==> config.mk <==
export PLATFORM = sky130hd
export DESIGN_NAME = pe_sequencer
export DESIGN_NICKNAME = d
export VERILOG_FILES = /design/src/rtl/pe_pkg.sv /design/src/rtl/pe_sequencer_rise_detect.sv /design/src/rtl/pe_sequencer.sv
export SDC_FILE = /design/constraint.sdc
export NUM_CORES = 1
export LEC_CHECK = 0
export ABC_AREA = 1
export CAP_MARGIN = 20
export CORE_MARGIN = 2
export CORE_UTILIZATION = 60
export CTS_CLUSTER_DIAMETER = 40
export DETAILED_ROUTE_END_ITERATION = 7
export GPL_TIMING_DRIVEN = 0
export PLACE_DENSITY = 0.83
export SLEW_MARGIN = 20
export SYNTH_ARGS = -nofsm -noshare
export SYNTH_HDL_FRONTEND = slang
export SYNTH_SLANG_ARGS = --single-unit
==> constraint.sdc <==
create_clock -name clk -period 4.44 [get_ports clk]
set_input_delay 1.11 -clock clk [delete_from_list [all_inputs] [get_ports clk]]
set_output_delay 1.11 -clock clk [all_outputs]
set_load 0.05 [all_outputs]
==> src/rtl/pe_pkg.sv <==
// pe_pkg: shared FSM encoding and default burst sizes for the PE sequencer
package pe_pkg;
  localparam int KERNEL_EDGE = 3;
  localparam int ACT_EDGE = 5;
  localparam int W_WORDS = KERNEL_EDGE ** 2;
  localparam int A_WORDS = ACT_EDGE ** 2;
  typedef enum logic [3:0] {
    IDLE,
    FILL_W,
    PUSH_W,
    WAIT_W,
    FILL_A,
    PUSH_A,
    WAIT_A,
    RUN_START,
    RUN_WAIT,
    DONE
  } state_t;
endpackage

==> src/rtl/pe_sequencer_rise_detect.sv <==
// rise_detect: one-cycle high on a 0->1 transition of d
module rise_detect (
  input  logic clk,
  input  logic reset,
  input  logic d,
  output logic rise
);
  logic prev;
  always_ff @(posedge clk) prev <= reset ? 1'b0 : d;
  assign rise = d & ~prev;
endmodule

==> src/rtl/pe_sequencer.sv <==
// pe_sequencer: buffers a job's weights/activations, bursts them into one PE and drains its results
module pe_sequencer
  import pe_pkg::*;
#(
  parameter int DATA_WIDTH = 16,
  parameter int KERNEL_SIZE = KERNEL_EDGE,
  parameter int ACT_SIZE = ACT_EDGE,
  parameter int CNT_WIDTH = 8
) (
  input  logic                  clk,
  input  logic                  reset,
  input  logic                  job_start,
  input  logic [CNT_WIDTH-1:0]  cfg_num_out,
  input  logic                  in_valid,
  input  logic [DATA_WIDTH-1:0] in_data,
  output logic                  in_ready,
  output logic [DATA_WIDTH-1:0] pe_filt,
  output logic [DATA_WIDTH-1:0] pe_act,
  output logic                  pe_load_en_wght,
  output logic                  pe_load_en_act,
  output logic                  pe_start,
  input  logic [DATA_WIDTH-1:0] pe_out,
  input  logic                  pe_compute_done,
  input  logic                  pe_load_done_wght,
  input  logic                  pe_load_done_iact,
  output logic                  out_valid,
  output logic [DATA_WIDTH-1:0] out_data,
  input  logic                  out_ready,
  output logic                  busy,
  output logic                  job_done
);
  localparam int NW = KERNEL_SIZE * KERNEL_SIZE;
  localparam int NA = ACT_SIZE * ACT_SIZE;
  localparam int IW = $clog2(NA + 1);
  state_t state;
  logic [DATA_WIDTH-1:0] mem [NA];
  logic [IW-1:0] wr_idx, rd_idx, wr_nxt, rd_nxt;
  logic [CNT_WIDTH-1:0] remaining;
  logic w_rise, a_rise, c_rise, beat, last_beat, last_push;
  rise_detect u_rise_w (.clk(clk), .reset(reset), .d(pe_load_done_wght), .rise(w_rise));
  rise_detect u_rise_a (.clk(clk), .reset(reset), .d(pe_load_done_iact), .rise(a_rise));
  rise_detect u_rise_c (.clk(clk), .reset(reset), .d(pe_compute_done), .rise(c_rise));
  assign beat = in_valid & in_ready;
  assign wr_nxt = wr_idx + 1'b1;
  assign rd_nxt = rd_idx + 1'b1;
  assign last_beat = beat & (wr_nxt == IW'(state == FILL_W ? NW : NA));
  assign last_push = rd_nxt == IW'(state == PUSH_W ? NW : NA);
  assign busy = state != IDLE;
  always_ff @(posedge clk) if (beat) mem[wr_idx] <= in_data;
  always_ff @(posedge clk) begin
    if (reset) begin
      state <= IDLE;
      wr_idx <= '0;
      rd_idx <= '0;
      remaining <= '0;
      in_ready <= 1'b0;
      pe_filt <= '0;
      pe_act <= '0;
      pe_load_en_wght <= 1'b0;
      pe_load_en_act <= 1'b0;
      pe_start <= 1'b0;
      out_valid <= 1'b0;
      out_data <= '0;
      job_done <= 1'b0;
    end else begin
      job_done <= 1'b0;
      pe_load_en_wght <= 1'b0;
      pe_load_en_act <= 1'b0;
      pe_start <= 1'b0;
      if (out_valid && out_ready) out_valid <= 1'b0;
      if (beat) wr_idx <= wr_nxt;
      case (state)
        IDLE: if (job_start && !job_done) begin
          remaining <= cfg_num_out;
          wr_idx <= '0;
          in_ready <= 1'b1;
          state <= FILL_W;
        end
        FILL_W, FILL_A: if (last_beat) begin
          in_ready <= 1'b0;
          rd_idx <= '0;
          if (state == FILL_W) begin
            pe_load_en_wght <= 1'b1;
            pe_filt <= mem[0];
            state <= PUSH_W;
          end else begin
            pe_load_en_act <= 1'b1;
            pe_act <= mem[0];
            state <= PUSH_A;
          end
        end
        PUSH_W: begin
          rd_idx <= rd_nxt;
          pe_filt <= last_push ? '0 : mem[rd_nxt];
          if (last_push) state <= WAIT_W;
        end
        PUSH_A: begin
          rd_idx <= rd_nxt;
          pe_act <= last_push ? '0 : mem[rd_nxt];
          if (last_push) state <= WAIT_A;
        end
        WAIT_W: if (w_rise) begin
          wr_idx <= '0;
          in_ready <= 1'b1;
          state <= FILL_A;
        end
        WAIT_A: if (a_rise) state <= RUN_START;
        RUN_START: if (remaining == '0) state <= DONE;
        else if (!out_valid) begin
          pe_start <= 1'b1;
          state <= RUN_WAIT;
        end
        RUN_WAIT: if (c_rise) begin
          out_data <= pe_out;
          out_valid <= 1'b1;
          remaining <= remaining - 1'b1;
          state <= RUN_START;
        end
        DONE: if (!out_valid) begin
          job_done <= 1'b1;
          state <= IDLE;
        end
        default: state <= IDLE;
      endcase
    end
  end
endmodule

==> flow_summary.yaml <==
outcome:
  outcome: "finished clean"
grt:
  grt_max_degree: 26
  track_usage: 0.328
  grt_overflow_total: 0
  first_global_vias: 16176
  antenna_found_initial: 0
  grt_pass1_wl_mm: 89.9
logic_synthesis:
  netlist_instances: 2245
  synth_flop_cell: "edfxtp_1"
  yosys.cell_count.top_type: "nand2_1"
  synth.avg_cell_area_sq_um: 9.49
  ys_top_cells_by_area: "edfxtp_1, nand2_1, nand3_1, dfxtp_1, inv_1"
  yosys.area.top_type_share: 0.564
  netlist_area_sq_mm: 0.0213
  ys_ff_latch: 479
  synth_edf_count: 400
  yosysSeqAreaShare: 0.638
  synthTopCellsByCount: "nand2_1, edfxtp_1, nand3_1"
  synthDistinctLibCells: 40
  synth_warnings: 0
  syn_nets: 2301
  yosysTopAreaCell: "edfxtp_1"
  synthArstFlopShare: 0
clock_network:
  htree_levels: 2
  root_buffer: "clkbuf_16"
  insertion_delay_ns: 0.62
  cts_made_buffers: 60
  ctsResizeCount: 0
  clk_path_buf_depth: 3
  path_clk_slew_ns: 0.06
  cts_sinks: 479
  postCtsHoldBufs: 0
  post_cts_buffers: 0
  cts_tree: "built"
power_and_ir_drop:
  ir_drop_mv: 0.516
  power.density_mw_per_mm2: 567
  power_mw: 14.3
  p_leak_nw: 10.5
timing:
  fin_skew_ns: 0.0255
  period_share: 0.801
  finalHoldViolCount: 0
  fin_tns_setup_ns: 0
  relSlewSlack: 0.221
  setup-violations-final: 0
  worst_pin_slew_ns: 1.17
  slew_viol_final: 0
  fmax_ghz: 0.281
  period_needed_ns: 3.56
  rsz0062_at_grt: "false"
floorplanning:
  core-area_sq_mm: 0.0352
  die_y_microns: 192
  io_pins: 103
  start_util: 0.605
  design.die.area_sq_mm: 0.0370
  die_w_microns: 192
  rows: 69
worst_setup_path:
  critPathTopFamily: "buffers and inverters"
  cp-start-kind: "flip-flop"
  path_max_fanout: 10
  cpPeakStageDelay_ns: 0.55
  critPathBufInv: 7
  crit_chain: "buf_4, inv_2, buf_4, buf_2, ha_1, buf_2, buf_2, buf_1, nand3_1, nand3_1, nand2_1, nand2_1, a21oi_2, nand2_1, nand2_1, nand2_1, a21oi_1"
  cp_data_arrival_time_ns: 4.06
  cp.required_ns: 4.94
  cp-end-kind: "flip-flop"
  critPathKind: "flip-flop to flip-flop"
  crit_path_frequent_cell: "nand2_1"
  slowest_stage: "buf_1"
placement:
  place.gp.congestion: 0.910
  port_buffers: 101
  dp_hpwl_mm: 40.3
detailed_routing:
  drtIter0Drc: 1994
  vias: 16611
  firstDrtPassIters: 6
  drc: 0
  routed_wl_mm: 59.8
  routed_via_density: 5.66
  final_antenna_net_count: 0
  wl_per_cell_microns: 20.4
cells_and_area:
  nNetsFinal: 2480
  antenna_cells: 0
  drive_gt1_frac: 0.113
  area_growth_pct: 18.1
worst_hold_path:
  min_path_type: "flip-flop to flip-flop"
flow_run:
  max_cap_violations: 0
power breakdown:
group          internal (mW)  switching (mW)
Combinational           1.20            2.87
Sequential              5.09           0.156
Clock                   2.94            2.01
Total                   9.23            5.04
cells in the final DEF (no fill, tap or decap), types with 7 or more instances in the layout:
master and instances:
o211ai_1 7, clkbuf_1 44, clkinv_1 10, buf_1 7
nor2_2 25, dfxtp_1 79, a21oi_2 10, a21oi_1 86
o21ai_0 20, clkdlybuf4s50_1 88, nand4_1 7, buf_4 14
clkbuf_16 62, ha_1 8, inv_1 306, edfxtp_1 400
nand2_1 738, nor2_1 55, buf_6 13, buf_2 57
or2_2 19, nand3_1 318, inv_2 12, clkinv_4 12
logic make-up (layout without fill, tap and decap cells):
group	after synthesis	after routing	synth area share
AND/OR/NAND/NOR	1187	1187	0.237
AO/OA/AOI/OAI	138	138	0.0364
XOR/XNOR	4	4	0.00165
buffers and inverters	429	659	0.0823
flip-flops	479	479	0.638
adder cells (fa/ha/maj)	8	8	0.00470
layout make-up:
type / instances / area [sq um]
tap: 461 / 577
timing repair buffer: 117 / 1140
sequential: 479 / 13600
inverter: 318 / 1190
buffer: 111 / 559
clock buffer: 63 / 1560
multi-input combinational: 1337 / 6020
clock inverter: 50 / 515
fill: 2477 / 10100
worst reg2reg max path: stages, from the launching register on:
cell and delay (ns):
dfxtp_1 0.34, buf_4 0.20, inv_2 0.09, buf_4 0.20, buf_2 0.21, ha_1 0.29
buf_2 0.25, buf_2 0.35, buf_1 0.55, nand3_1 0.19, nand3_1 0.14, nand2_1 0.12
nand2_1 0.10, a21oi_2 0.11, nand2_1 0.08, nand2_1 0.05, nand2_1 0.10, a21oi_1 0.07
registers in the layout, indices dropped and copies added (netlist names):
name and count:
pe_load_en_act 1, pe_filt 16, pe_start 1, u_rise_a.prev 1, u_rise_w.prev 1, rd_idx 5
mem 400, state 4, job_done 1, in_ready 1, remaining 8, pe_act 16
out_data 16, out_valid 1, u_rise_c.prev 1, pe_load_en_wght 1, wr_idx 5
metal layers:
layer	vias to the layer above	GRT usage	routed length (microns)
li1	7673	-	-
met3	164	0.0464	6060
met4	0	0.145	2340
met5	-	0	0
met1	7783	0.442	23100
met2	991	0.535	28300
final timing paths:
check / to / cells after the start / startpoint / slack (ns)
max: pe_act[13] / 17 / rd_idx[0] / 0.88
min: out_data[10] / 2 / out_data[10] / 0.46
max reg2reg: pe_act[13] / 17 / rd_idx[0] / 0.88
min reg2reg: out_data[10] / 2 / out_data[10] / 0.46
through the flow:
step	std cells	cell area, sq um	setup slack (ns)	utilization	hold slack, ns
after global routing	2936	25100	0.795	0.714	0.474
after floorplan	2245	21300	0.914	-	0.455
after CTS	2936	25200	1.01	0.715	0.464
after global placement	2807	22900	-0.279	0.650	0.450
final	2936	25100	0.885	0.714	0.464
after detailed placement	2823	23100	0.943	0.656	0.454
Note: power is estimated with default switching activity, not from simulation.
